===== src/rtl/adder_pkg.sv =====
// Shared types and defaults for the chunked (multi-cycle) adder.
// Build option: CHUNKED_ADDER_SUB_EN enables the subtract path.
package adder_pkg;

    localparam int DEF_WIDTH = 16;
    localparam int DEF_CHUNK = 4;

    typedef enum logic [1:0] {
        IDLE = 2'd0,
        BUSY = 2'd1,
        DONE = 2'd2
    } state_t;

    // Counter width for n slices, never less than one bit.
    function automatic int cnt_bits(input int n);
        return (n > 1) ? $clog2(n) : 1;
    endfunction

endpackage


===== src/rtl/add_chunk.sv =====
// Combinational CHUNK-bit ripple-carry adder slice.
// Build option: none (CHUNKED_ADDER_SUB_EN is handled by the top).
module add_chunk #(
    parameter int CHUNK = 4
) (
    input  logic [CHUNK-1:0] a,
    input  logic [CHUNK-1:0] b,
    input  logic             ci,
    output logic [CHUNK-1:0] s,
    output logic             co
);

    logic c;

    always_comb begin
        c = ci;
        s = '0;
        for (int i = 0; i < CHUNK; i++) begin
            s[i] = a[i] ^ b[i] ^ c;
            c    = (a[i] & b[i]) | (c & (a[i] ^ b[i]));
        end
        co = c;
    end

endmodule


===== src/rtl/chunked_adder.sv =====
// Multi-cycle adder/subtractor: one CHUNK-bit slice per clock, LSB first.
// Build option: CHUNKED_ADDER_SUB_EN enables subtraction via the sub port.
module chunked_adder
    import adder_pkg::*;
#(
    parameter int WIDTH = DEF_WIDTH,
    parameter int CHUNK = DEF_CHUNK
) (
    input  logic             clk,
    input  logic             rst,
    input  logic             in_valid,
    output logic             in_ready,
    input  logic [WIDTH-1:0] a,
    input  logic [WIDTH-1:0] b,
    input  logic             ci,
    input  logic             sub,
    output logic             out_valid,
    input  logic             out_ready,
    output logic [WIDTH-1:0] s,
    output logic             co,
    output logic             ovf,
    output logic             zero
);

    localparam int N  = WIDTH / CHUNK;
    localparam int CW = cnt_bits(N);
    localparam logic [CW-1:0] LAST = CW'(N - 1);

    state_t           state;
    logic [CW-1:0]    cnt;
    logic [WIDTH-1:0] a_q;
    logic [WIDTH-1:0] b_q;
    logic [WIDTH-1:0] acc;
    logic             carry;
    logic             a_msb;
    logic             b_msb;

    logic [WIDTH-1:0] b_in;
    logic             ci_in;
    logic [CHUNK-1:0] slice_s;
    logic             slice_co;
    logic [WIDTH+CHUNK-1:0] cat;
    logic [WIDTH-1:0] res_next;
    logic             last;

    // Subtraction is folded into the operands at accept time:
    // a - b - ci == a + ~b + !ci.
`ifdef CHUNKED_ADDER_SUB_EN
    assign b_in  = sub ? ~b : b;
    assign ci_in = sub ? ~ci : ci;
`else
    logic unused_sub;
    assign unused_sub = sub;
    assign b_in  = b;
    assign ci_in = ci;
`endif

    add_chunk #(
        .CHUNK(CHUNK)
    ) u_slice (
        .a (a_q[CHUNK-1:0]),
        .b (b_q[CHUNK-1:0]),
        .ci(carry),
        .s (slice_s),
        .co(slice_co)
    );

    // New slice enters at the top; after N steps slice 0 sits at the bottom.
    assign cat      = {slice_s, acc};
    assign res_next = cat[WIDTH+CHUNK-1:CHUNK];
    assign last     = (cnt == LAST);

    assign in_ready  = (state == IDLE);
    assign out_valid = (state == DONE);

    always_ff @(posedge clk or posedge rst) begin
        if (rst) begin
            state <= IDLE;
            cnt   <= '0;
            a_q   <= '0;
            b_q   <= '0;
            acc   <= '0;
            carry <= 1'b0;
            a_msb <= 1'b0;
            b_msb <= 1'b0;
            s     <= '0;
            co    <= 1'b0;
            ovf   <= 1'b0;
            zero  <= 1'b0;
        end else begin
            unique case (state)
                IDLE: begin
                    if (in_valid) begin
                        a_q   <= a;
                        b_q   <= b_in;
                        carry <= ci_in;
                        a_msb <= a[WIDTH-1];
                        b_msb <= b_in[WIDTH-1];
                        cnt   <= '0;
                        acc   <= '0;
                        state <= BUSY;
                    end
                end
                BUSY: begin
                    a_q   <= a_q >> CHUNK;
                    b_q   <= b_q >> CHUNK;
                    acc   <= res_next;
                    carry <= slice_co;
                    cnt   <= last ? '0 : cnt + 1'b1;
                    if (last) begin
                        state <= DONE;
                        s     <= res_next;
                        co    <= slice_co;
                        ovf   <= (a_msb == b_msb) &&
                                 (res_next[WIDTH-1] != a_msb);
                        zero  <= (res_next == '0);
                    end
                end
                DONE: begin
                    if (out_ready) begin
                        state <= IDLE;
                    end
                end
                default: begin
                    state <= IDLE;
                end
            endcase
        end
    end

endmodule


===== config.mk =====
export PLATFORM = sky130hd
export DESIGN_NAME = chunked_adder
export DESIGN_NICKNAME = d
export VERILOG_FILES = /design/src/rtl/adder_pkg.sv /design/src/rtl/add_chunk.sv /design/src/rtl/chunked_adder.sv
export SDC_FILE = /design/constraint.sdc
export NUM_CORES = 1
export LEC_CHECK = 0
export BUFFER_PORTS_ARGS = -buffer_cell sky130_fd_sc_hd__buf_2
export CAP_MARGIN = 20
export CORE_MARGIN = 3
export CORE_UTILIZATION = 40
export CTS_BUF_LIST = sky130_fd_sc_hd__clkbuf_16
export DETAILED_ROUTE_END_ITERATION = 16
export PLACE_DENSITY_LB_ADDON = 0.1
export REMOVE_ABC_BUFFERS = 1
export SLEW_MARGIN = 5
export SYNTH_ARGS = -nofsm -noshare
export SYNTH_HDL_FRONTEND = slang
export SYNTH_SLANG_ARGS = --single-unit

===== constraint.sdc =====
create_clock -name clk -period 5 [get_ports clk]
set_input_delay 0.5 -clock clk [delete_from_list [all_inputs] [get_ports clk]]
set_output_delay 0.5 -clock clk [all_outputs]
set_load 0.02 [all_outputs]

**Word-level counts from Yosys, hierarchy flattened**

Index checks and enable logic that the tools add are counted.
Widths: inputs -> output; s select.

- $add $sub $neg: 1
- Mux-type cells: 15
- Bitwise logic cells: 20
- Eq/ne operators: 8
- Reduce and logical (&&, ||, !) cells: 8

Operator list:

| cell | count |
|---|---|
| $pmux 16 s2 | 3 |
| $mux 16 | 3 |
| $logic_not 16->1 | 1 |
| $mux 2 | 5 |
| $and 1x1->1 | 8 |
| $xor 1x1->1 | 8 |
| $pmux 2 s3 | 1 |
| $reduce_and 2->1 | 3 |
| $eq 2x2->1 const B | 2 |
| $ne 2x2->1 const B | 2 |
| $or 1x1->1 | 4 |
| $pmux 2 s2 | 1 |
| $reduce_and 3->1 | 1 |
| $add 2x1->2 const B | 1 |
| $eq 2x1->1 const B | 1 |
| $logic_not 2->1 | 1 |
| $ne 2x1->1 const B | 1 |
| $pmux 1 s2 | 1 |
| $reduce_bool 2->1 | 1 |
| $eq 1x1->1 | 1 |
| $logic_and 1x1->1 | 1 |
| $mux 1 | 1 |
| $ne 1x1->1 | 1 |

- Output and inout port bits: 21
- Flip-flop bits (word level): 74
- Logic and storage cells: 64
- Bits of input ports: 38

**Longest topological paths before layout**

Gate-level depths: netlist of run 1.

- Word-level depth: 10
- Mapped depth: 10
- Gate-level depth less buffers: 10

**Hierarchy**

A second synthesis of run 1 with hierarchy kept.

- Cell total of the unflattened synthesis: 280
- Area total of the unflattened synthesis: 3089.2 um2

By module, submodules not included:

| module | cells each | instances | area each (um2) |
|---|---|---|---|
| chunked_adder | 266 | 1 | 2971.6 |
| add_chunk | 14 | 1 | 117.6 |

**Worst setup path after synthesis of run 1**

Ideal clock, no wire load.

- Kind: reg2reg
- Start point: register a_q[0]
- End point: register zero
- Arrival: 2374 ps
- Required time: 4917 ps
- Stages on the path, launching flop included: 11
- Setup slack: 2544 ps
- Setup time: 83 ps
- Path buffers: 0
- Path through: dfrtp_1 inv_1 fa_1 fa_1 inv_1 fa_1 inv_1 fa_1 nor4b_1 nand4_1 o21ai_0

- Word-level cells in the longest chain between the ends: 9
- Elaborated cells on any way between the ends: 13
- Those cells by class: 12 x bitwise; 1 x reduce/logical

RTL lines:

| element | RTL line | source |
|---|---|---|
| start: declaration | chunked_adder.sv:31 | `logic [WIDTH-1:0] a_q;` |
| start signal: assignment | chunked_adder.sv:105 | `a_q <= a_q >> CHUNK;` |
| $xor 1x1->1 | add_chunk.sv:19, add_chunk.sv:20 |  |
| $and 1x1->1 | add_chunk.sv:20 | `c = (a[i] & b[i]) \| (c & (a[i] ^ b[i]));` |
| $or 1x1->1 | add_chunk.sv:20 |  |
| $and 1x1->1 | add_chunk.sv:20 |  |
| $or 1x1->1 | add_chunk.sv:20 |  |
| $and 1x1->1 | add_chunk.sv:20 |  |
| $or 1x1->1 | add_chunk.sv:20 |  |
| $xor 1x1->1 | add_chunk.sv:19 | `s[i] = a[i] ^ b[i] ^ c;` |
| $logic_not 16->1 (*) | chunked_adder.sv:116 | `zero <= (res_next == '0);` |
| end signal: assignment | chunked_adder.sv:116 |  |
| end: declaration | chunked_adder.sv:22 | `output logic zero` |

Every way passes the cells marked *; elsewhere a longest branch is shown, timed or not.
A chain may end at the register's enable or synchronous reset.

**Final worst setup path of run 1**

Same ends and word-level chain as after synthesis.

==> results of run 1 <==
==> worst max-delay path, cell delays in order, from the launching register on <==
cell	delay (ns)
dfrtp_1	0.34
inv_1	0.06
fa_1	0.43
fa_1	0.38
inv_1	0.08
fa_1	0.16
inv_1	0.05
fa_1	0.61
nor4b_1	0.24
nand4_1	0.11
o21ai_0	0.18
==> synth_stat cells, types with 3 or more instances <==
master | instances | share of area
clkbuf_1 | 3 | 0.0037
nor2_1 | 3 | 0.0037
buf_4 | 3 | 0.0073
o22ai_1 | 3 | 0.0061
o21ai_0 | 27 | 0.044
dfrtp_1 | 70 | 0.57
mux2_2 | 15 | 0.055
o21ai_1 | 20 | 0.032
nand2_1 | 66 | 0.080
fa_1 | 4 | 0.026
inv_1 | 11 | 0.013
buf_2 | 6 | 0.0097
mux2i_1 | 24 | 0.078
==> per-layer routing <==
metal	part of all wire	vias to the layer above	routed length [um]	global-route usage
met4	0.014	0	84	0.04693
met3	0.062	8	368	0.06170
met2	0.46	47	2735	0.2336
met5	0	-	0	0
met1	0.46	1011	2771	0.1938
li1	-	1050	-	-
==> sequential cells by signal, indices dropped and copies added (netlist names) <==
register and count:
acc 12, cnt 2, ovf 1, a_q 16, carry 1, zero 1, s 16, co 1
state 2, a_msb 1, b_q 16, b_msb 1
==> placed cells by master (no fill, tap or decap), types with 2 or more instances in the layout <==
master	count
dfrtp_1	70
inv_1	11
nor2_1	3
o22ai_1	3
a22o_1	2
o21bai_1	2
nand2_1	66
bufinv_16	2
nand2b_1	2
o21ai_1	20
clkbuf_16	9
mux2i_1	24
mux2_2	15
o21ai_0	27
fa_1	4
buf_4	2
nor4_1	2
clkinv_1	2
buf_2	57
==> kinds of logic after synthesis <==
group | share of synthesized area
simple gates | 0.1170
flops | 0.5686
fa+ha+maj | 0.03006
buf+inv | 0.05280
mux | 0.1328
compound gates | 0.09870
==> metrics by stage <==
stage	cell area, sq um	utilization
after detailed placement	3391	0.4601
after CTS	3695	0.5014
after global routing	3695	0.5014
after floorplan	2959	-
final	3695	0.5014
after global placement	3391	0.4601
==> cell type report <==
cell class,count,area [sq um],share of cell area
clock buffer,9,225.2,0.06096
clock inverter,6,78.83,0.02133
inverter,11,41.29,0.01118
multi-input combinational,181,1174,0.3176
sequential,70,1752,0.4741
tap,99,123.9,0.03353
timing repair buffer,59,300.3,0.08127
==> report_power, final <==
part | switching [mW] | internal (mW)
sequential | 0.145 | 0.793
combinational | 0.529 | 0.349
clock | 0.214 | 0.428
==> worst min path at each step <==
stage,startpoint,end,slack [ns],cells after the start
after global placement,a_q[12]$_DFFE_PP0P_,a_q[8]$_DFFE_PP0P_,0.46,2
after detailed placement,ovf$_DFFE_PP0P_,ovf$_DFFE_PP0P_,0.47,2
after CTS,a[13],a_q[13]$_DFFE_PP0P_,0.36,3
after global routing,out_ready,state[1]$_DFFE_PP0P_,0.40,2
final,out_ready,state[1]$_DFFE_PP0P_,0.37,2
after floorplan,a_q[10]$_DFFE_PP0P_,a_q[6]$_DFFE_PP0P_,0.45,2
==> flow_metrics.py, run 1 <==
metrics = {
    "floorplanning": {
        "std_cell_rows": 31,
        "fp.dieW_um": 93.76,
        "die_y_um": 93.76,
        "initial_core_util": 0.4180,
        "fp.coreArea_sq_um": 7370,
        "dieArea_sq_um": 8790,
        "num_io_pins": 59,
    },
    "logic_synthesis": {
        "synth-main-ff-cell": "dfrtp_1",
        "synth.cell_area_sq_um": 3080,
        "ys_types": 31,
        "yosys_warnings": 0,
        "avgSynthCellArea_sq_um": 11.04,
        "netlist_instances": 279,
        "synth-edff-count": 0,
        "yosysSeqAreaShare": 0.5686,
        "ys_ff_latch": 70,
        "async_flop_share": 1.000,
    },
    "timing": {
        "period_needed_ns": 2.729,
        "setup_viol": 0,
        "relSlewSlack": 0.3093,
        "worst_clock_skew_ns": 0.006371,
        "whs_ns": 0.3727,
        "worst_slack_ns": 2.271,
        "tightest_slew_ns": 1.036,
        "hold_viol_final": 0,
        "slew_viol_final": 0,
        "setup_tns_ns": 0,
        "rsz0062_at_grt": "false",
        "fmax_mhz": 366.5,
        "finalCritPeriodShare": 0.5457,
    },
    "detailed_routing": {
        "ant_nets": 0,
        "drc": 0,
        "dr_total_vias": 2116,
        "drt-wirelength-per-cell_um": 13.70,
        "first_pass_iters": 4,
        "post_drt_via_cell_ratio": 4.864,
        "drtIter0Drc": 78,
        "drt-total-wl_um": 5960,
    },
    "global_routing": {
        "grt_pass1_wl_um": 10230,
        "grt_max_degree": 71,
        "grt_overflow": 0,
        "grt_pass1_vias": 2157,
        "antenna_found_initial": 0,
        "grt_usage": 0.1511,
    },
    "power": {
        "leakage_nw": 1.754,
        "p_per_area_nw_per_um2": 665.2,
        "ir_drop_v": 0.0002728,
        "finalPower_mw": 2.458,
    },
    "flow_run": {
        "drv_cap": 0,
    },
    "setup_path": {
        "crit_start": "a_q[0]$_DFFE_PP0P_",
        "arrival_ns": 2.96,
        "r2r-start": "a_q[0]$_DFFE_PP0P_",
        "required_ns": 5.23,
        "crit_type": "register to register",
        "cp-endpoint": "zero$_DFFE_PP0P_",
        "cp-start-kind": "register",
        "ff2ff_setup_slack_ns": 2.27,
        "worstPathMaxFanout": 5,
        "worstSetupEndpointType": "register",
        "r2r-end": "zero$_DFFE_PP0P_",
        "r2r_cells": 10,
    },
    "placed_design": {
        "routabilityCongestion": 0.6864,
        "pre_cts_slack_ns": 2.224,
        "dp_cells": 420,
        "hpwlAfterDp_um": 3772,
        "portBuffers": 57,
    },
    "finish": {
        "finalNonFillerCells": 435,
        "area_delta_synth_final_pct": 19.94,
        "final_nets": 375,
        "drive_gt1_frac": 0.2679,
        "n_antenna_cell": 0,
        "fillCellCount": 726,
    },
    "min_path": {
        "holdCritPathClass": "input pin to register",
    },
    "clocking": {
        "cts.path.max_buffers": 2,
        "cts_setup_buffers": 0,
        "clk_latency_ns": 0.32,
        "clock_sinks": 70,
        "cts_buffers": 9,
        "cts-hold-fix-buffers": 0,
        "root_buffer": "clkbuf_16",
        "cts.htree.levels": 3,
        "cts_tree": "yes",
        "clkTransAtPathRegs_ns": 0.05,
        "postCtsResizedCells": 0,
    },
    "outcome": {
        "status": "completed",
    },
}
Note: power is estimated with default switching activity, not from simulation.
==> run 2: changes to the inputs <==
--- a/config.mk
+++ b/config.mk
@@ -5,6 +5,7 @@
 export SDC_FILE = /design/constraint.sdc
 export NUM_CORES = 1
 export LEC_CHECK = 0
+export ABC_AREA = 1
 export BUFFER_PORTS_ARGS = -buffer_cell sky130_fd_sc_hd__buf_2
 export CAP_MARGIN = 20
 export CORE_MARGIN = 3
==> constraint.sdc (replaced) <==
create_clock -name clk -period 2.45 [get_ports clk]
set_input_delay 0.245 -clock clk [delete_from_list [all_inputs] [get_ports clk]]
set_output_delay 0.245 -clock clk [all_outputs]
set_load 0.02 [all_outputs]
==> run 2 against run 1 <==
Compared with the run above: flip-flop and latch count unchanged; utilization increased by 1.5 points; combinational power grew to 2.7 times the previous value; final cell count increased by 18%; largest cell class unchanged; largest power group is now combinational logic.
==> flow_metrics.py, run 2 <==
metrics = {
    "logic_synthesis": {
        "ys_types": 23,
        "synthTopCellsByCount": "nand2_1, dfrtp_1, inv_1",
        "synth_top_area_share": 0.5587,
        "synth_top_family_by_area": "compound AO/OA/AOI/OAI gates",
        "synthXorXnorAreaFrac": 0,
        "netlist.top_cell.by_area": "dfrtp_1",
        "synth-main-ff-cell": "dfrtp_1",
        "synth_compound_area_frac": 0.1564,
        "synth.cell_area_sq_um": 3136,
        "yosys_warnings": 0,
        "avgSynthCellArea_sq_um": 8.882,
        "yosysSeqAreaShare": 0.5587,
        "ys_ff_latch": 70,
        "synth_adder_area_share": 0.02953,
        "synth.area.mux_share": 0,
        "yosys.area_share.simple": 0.1520,
        "synth.area.top_cells": "dfrtp_1, nand2_1, o21ai_0, inv_1, o21ai_1",
        "netlist_instances": 353,
        "post-synth-top-count-cell": "nand2_1",
        "async_flop_share": 1.000,
        "synth-edff-count": 0,
    },
    "detailed_routing": {
        "drc": 0,
        "ant_nets": 0,
        "post_drt_via_cell_ratio": 4.674,
        "first_pass_iters": 4,
        "drt-total-wl_um": 6138,
        "dr_total_vias": 2398,
        "drt-wirelength-per-cell_um": 11.96,
        "drtIter0Drc": 73,
    },
    "finish": {
        "n_antenna_cell": 0,
        "layout_commonest_cell": "nand2_1",
        "reg.largest.list": "a_q x16, b_q x16, s x16",
        "final_nets": 452,
        "utilization": 0.5161,
        "area_delta_synth_final_pct": 21.95,
        "finalNonFillerCells": 513,
        "drive_gt1_frac": 0.2367,
        "multi_input_area_sq_um": 1067,
        "layout_common_cells": "nand2_1, dfrtp_1, buf_2",
        "regArea_sq_um": 1752,
        "fillCellCount": 719,
    },
    "global_routing": {
        "grt_pass1_wl_um": 10830,
        "antenna_found_initial": 0,
        "grt_overflow": 0,
        "grt_pass1_vias": 2393,
        "grt_max_degree": 41,
        "grt_usage": 0.1551,
    },
    "placed_design": {
        "portBuffers": 57,
        "hpwlAfterDp_um": 4101,
        "dp_cells": 497,
        "routabilityCongestion": 0.7290,
    },
    "timing": {
        "worst_clock_skew_ns": 0.007232,
        "relSlewSlack": 0.5283,
        "fmax_mhz": 420.3,
        "rsz0062_at_grt": "true",
        "slew_viol_final": 0,
        "finalCritPeriodShare": 0.9710,
        "hold_viol_final": 0,
        "setup_viol": 0,
        "period_needed_ns": 2.379,
        "tightest_slew_ns": 0.7049,
    },
    "clocking": {
        "clk_latency_ns": 0.32,
        "cts.path.max_buffers": 2,
        "root_buffer": "clkbuf_16",
        "cts_buffers": 9,
        "cts_setup_buffers": 0,
        "clkTransAtPathRegs_ns": 0.06,
        "cts.htree.levels": 3,
        "cts-hold-fix-buffers": 0,
        "clock_sinks": 70,
        "cts_tree": "yes",
    },
    "power": {
        "leakage_nw": 1.948,
        "p_per_area_nw_per_um2": 1481,
        "ir_drop_v": 0.0007306,
    },
    "setup_path": {
        "arrival_ns": 2.64,
        "cpPeakStageDelay_ns": 0.55,
        "required_ns": 2.71,
        "cp_cell_sequence": "inv_2 -> fa_2 -> fa_2 -> inv_2 -> fa_1 -> inv_1 -> fa_2 -> nand2_1 -> inv_1 -> nand2_1 -> nor2_1 -> nand3_1 -> nand2_1",
        "worstPathMaxFanout": 4,
        "crit_type": "register to register",
        "cpMaxStageDelayCell": "fa_2",
        "worstSetupEndpointType": "register",
        "cp-start-kind": "register",
    },
    "floorplanning": {
        "fp.coreArea_sq_um": 7408,
        "fp.dieW_um": 94.54,
        "dieArea_sq_um": 8937,
        "num_io_pins": 59,
        "initial_core_util": 0.4232,
        "std_cell_rows": 31,
        "die_y_um": 94.54,
    },
    "flow_run": {
        "drv_cap": 0,
    },
    "outcome": {
        "status": "completed",
    },
    "min_path": {
        "holdCritPathClass": "input pin to async pin",
    },
}
## run 2: changes by cell type after synthesis, moves of 3 or more
cell     previous run  this run
mux2i_1            24         0
o22ai_1             3        14
inv_1              11        57
nand2_4             0         3
mux2_2             15         0
o21ai_2             0         8
buf_4               3         0
nand2_1            66        95
o21ai_0            27        45
nor2_1              3        11
## run 2: worst max-delay path: cells and delay by family (launching register included)
family,cells,cell delay [ns]
AND/OR/NAND/NOR,5,0.35
flip-flops,1,0.36
buffers and inverters,4,0.21
adder cells (fa/ha/maj),4,1.42
## run 2: power by group
part / switching (mW) / internal, mW
sequential: 0.212 / 1.66
clock: 0.480 / 0.893
combinational: 1.57 / 0.848
## run 2: stage by stage
stage | worst slack, ns | hold slack, ns | setup TNS, ns | area [sq um] | power (mW)
after global placement | 0.03208 | 0.4080 | 0 | 3493 | 4.263
after global routing | -0.08571 | 0.09064 | -0.1151 | 3824 | 6.200
after floorplan | 0.07928 | 0.3432 | 0 | 3029 | 3.570
after detailed placement | -0.004749 | 0.3978 | -0.004749 | 3493 | 4.317
after CTS | 0.04458 | 0.05001 | 0 | 3821 | 5.749
final | 0.07102 | 0.03155 | 0 | 3824 | 5.662
## run 2: layout make-up
| type | instances | area share |
|---|---|---|
| tap | 99 | 0.03240 |
| timing repair buffer | 61 | 0.08901 |
| multi-input combinational | 209 | 0.2791 |
| clock buffer | 9 | 0.05890 |
| sequential | 70 | 0.4581 |
| clock inverter | 7 | 0.02552 |
| inverter | 58 | 0.05694 |
## run 2: kinds of logic after synthesis
| group | Yosys count |
|---|---|
| flops | 70 |
| compound gates | 88 |
| buf+inv | 74 |
| fa+ha+maj | 5 |
| simple gates | 116 |
## run 2: worst paths after layout
check	start	to	slack (ns)	cells past startpoint
worst max-delay path	carry$_DFFE_PP0P_	zero$_DFFE_PP0P_	0.07	13
worst min register to register	s[4]$_DFFE_PP0P_	s[4]$_DFFE_PP0P_	0.48	2
worst max register to register	carry$_DFFE_PP0P_	zero$_DFFE_PP0P_	0.07	13
worst min-delay path	rst	s[5]$_DFFE_PP0P_	0.03	2
min in group clk	out_ready	state[1]$_DFFE_PP0P_	0.10	2
max in group asynchronous	rst	b_q[11]$_DFFE_PP0P_	1.77	3
## run 2: repair_timing
action	in CTS	in global routing
pin swaps	2	2
endpoints found under the hold margin	0	0
gates cloned	0	0
resized for setup	2	3
endpoints found under the setup margin	2	2
## run 2: routing by layer
metal  wire length, um  global-route usage  vias to the layer above
met4                91             0.06851                        0
li1                  -                   -                     1225
met1              2984              0.2039                     1126
met2              2822              0.2441                       38
met5                 0                   0                        -
met3               240             0.03745                        9
==> run 3: changes to the inputs <==
--- a/config.mk
+++ b/config.mk
@@ -9,7 +9,7 @@
 export BUFFER_PORTS_ARGS = -buffer_cell sky130_fd_sc_hd__buf_2
 export CAP_MARGIN = 20
 export CORE_MARGIN = 3
-export CORE_UTILIZATION = 40
+export CORE_UTILIZATION = 30
 export CTS_BUF_LIST = sky130_fd_sc_hd__clkbuf_16
 export DETAILED_ROUTE_END_ITERATION = 16
 export PLACE_DENSITY_LB_ADDON = 0.1
==> run 3 against run 2 <==
Compared with the run above: final cell count increased by 7.2%; routed wire length grew 7.9%; fmax up 0.41%; final area rose by 0.72%.
==> flow_metrics.py, run 3 (synthesis gave the netlist of run 2 again) <==
metrics = {
    "timing": {
        "period_needed_ns": 2.369,
        "tightest_slew_ns": 0.5938,
        "slew_viol_final": 0,
        "fmax_mhz": 422.1,
        "relSlewSlack": 0.6036,
        "setup_tns_ns": 0,
        "hold_viol_final": 0,
        "setup_viol": 0,
        "finalCritPeriodShare": 0.9671,
        "rsz0062_at_grt": "true",
        "worst_clock_skew_ns": 0.004452,
    },
    "global_routing": {
        "grt_overflow": 0,
        "grt_pass1_wl_um": 11170,
        "antenna_found_initial": 0,
        "grt_usage": 0.1233,
        "grt_max_degree": 48,
        "grt_pass1_vias": 2342,
    },
    "detailed_routing": {
        "drtIter0Drc": 107,
        "dr_total_vias": 2341,
        "wl_met3_um": 264,
        "drc": 0,
        "route.met2.wl_um": 3016,
        "ant_nets": 0,
        "first_pass_iters": 4,
        "post_drt_via_cell_ratio": 4.256,
        "dr.max_layer_used": "met4",
        "drt-wirelength-per-cell_um": 12.04,
        "wl_met1_um": 3245,
        "drt-total-wl_um": 6624,
    },
    "floorplanning": {
        "num_io_pins": 59,
        "dieArea_sq_um": 11710,
        "initial_core_util": 0.3150,
        "std_cell_rows": 36,
        "die_y_um": 108.2,
        "fp.dieW_um": 108.2,
        "fp.coreArea_sq_um": 9955,
    },
    "placed_design": {
        "portBuffers": 57,
        "hpwlAfterDp_um": 4341,
        "routabilityCongestion": 0.7112,
    },
    "setup_path": {
        "r2r-start": "carry$_DFFE_PP0P_",
        "cp-endpoint": "zero$_DFFE_PP0P_",
        "r2r_cells": 13,
        "cp-start-kind": "register",
        "arrival_ns": 2.63,
        "crit_start": "carry$_DFFE_PP0P_",
        "required_ns": 2.71,
        "ff2ff_setup_slack_ns": 0.08,
        "crit_type": "register to register",
        "worstSetupEndpointType": "register",
        "r2r-end": "zero$_DFFE_PP0P_",
        "worstPathMaxFanout": 4,
    },
    "finish": {
        "final_nets": 455,
        "area_delta_synth_final_pct": 22.83,
        "drive_gt1_frac": 0.2302,
        "fillCellCount": 1068,
        "multi_input_area_sq_um": 1067,
        "utilization": 0.3869,
        "layout_common_cells": "nand2_1, dfrtp_1, inv_1",
        "regArea_sq_um": 1752,
        "layout_commonest_cell": "nand2_1",
        "n_antenna_cell": 0,
        "reg.largest.list": "a_q x16, b_q x16, s x16",
    },
    "clocking": {
        "root_buffer": "clkbuf_16",
        "cts_tree": "yes",
        "clkTransAtPathRegs_ns": 0.06,
        "cts.path.max_buffers": 2,
        "cts_buffers": 9,
        "clk_latency_ns": 0.32,
        "cts.htree.levels": 3,
        "clock_sinks": 70,
    },
    "flow_run": {
        "drv_cap": 0,
    },
    "power": {
        "finalPower_mw": 5.552,
        "power.net_switching_mw": 2.252,
        "ir_drop_v": 0.0007807,
        "internal-power_mw": 3.299,
        "switching_share": 0.4057,
        "leakage_nw": 1.964,
        "pwr-share-clk": 0.223,
        "p_comb_frac": 0.439,
        "p_seq_frac": 0.337,
        "p_per_area_nw_per_um2": 1442,
    },
    "min_path": {
        "hold_depth": 2,
        "holdCritPathClass": "input pin to register",
    },
    "outcome": {
        "status": "completed",
    },
}
## run 3: changes by cell type in the layout (fill, tap and decap cells not counted), moves of 2 or more
cell	previous run	this run
buf_4	2	4
clkinv_2	1	4
clkinvlp_4	2	0
inv_1	54	58
inv_2	4	2
## run 3: final cells by class
type / instances / share of cell area
Clock buffer: 9 / 0.05848
Sequential cell: 70 / 0.4548
Tap cell: 133 / 0.04321
Timing Repair Buffer: 64 / 0.09487
Multi-Input combinational cell: 209 / 0.2771
Inverter: 58 / 0.05653
Clock inverter: 7 / 0.01494
## run 3: power by group through the flow
stage / Sequential (mW) / Combinational [mW] / Clock (mW)
2_1_floorplan: 2.01 / 1.56 / 0
3_3_place_gp: 1.89 / 2.44 / 0
3_5_place_dp: 1.90 / 2.46 / 0
4_1_cts: 1.88 / 2.50 / 1.29
5_1_grt: 1.93 / 2.83 / 1.33
6_report: 1.87 / 2.44 / 1.24
## run 3: worst min path at each step
stage,from,endpoint,slack [ns]
after floorplan,out_ready,state[1]$_DFFE_PP0P_,0.34
after global placement,rst,b_q[13]$_DFFE_PP0P_,0.35
after detailed placement,rst,a_q[13]$_DFFE_PP0P_,0.34
after CTS,out_ready,state[1]$_DFFE_PP0P_,0.1
after global routing,out_ready,state[1]$_DFFE_PP0P_,0.1
final,out_ready,state[1]$_DFFE_PP0P_,0.11
## run 3: layer usage
metal,GRT usage,up-vias
met3,0.03642,8
met1,0.1618,1071
met5,0,-
met4,0.04599,0
met2,0.1932,39
li1,-,1223
## run 3: through the flow
stage | instances | worst slack [ns] | hold slack [ns] | instance area, sq um
after floorplan | 337 | 0.07928 | 0.3432 | 3029
after CTS | 549 | 0.01797 | 0.09953 | 3841
after global placement | 532 | 0.01221 | 0.3462 | 3543
after global routing | 550 | -0.1055 | 0.09698 | 3851
final | 550 | 0.08066 | 0.1122 | 3851
after detailed placement | 532 | -0.03287 | 0.3376 | 3543
## run 3: critical path, stage by stage, from the launching register on
cell     delay, ns
dfrtp_1       0.34
inv_1         0.06
fa_2          0.38
fa_2          0.32
inv_1         0.07
fa_1          0.15
inv_1         0.05
fa_2          0.56
nand2_1       0.06
inv_1         0.05
nand2_1       0.04
nor2_1        0.08
nand3_1       0.07
nand2_1       0.07
## run 3: what timing repair did
action                     4_1_cts  5_1_grt
hold buffers                     1        0
gates resized for setup          2        2
setup buffers                    0        1
setup endpoints to repair        2        2
hold endpoints to repair        23        0
pin swaps                        1        4
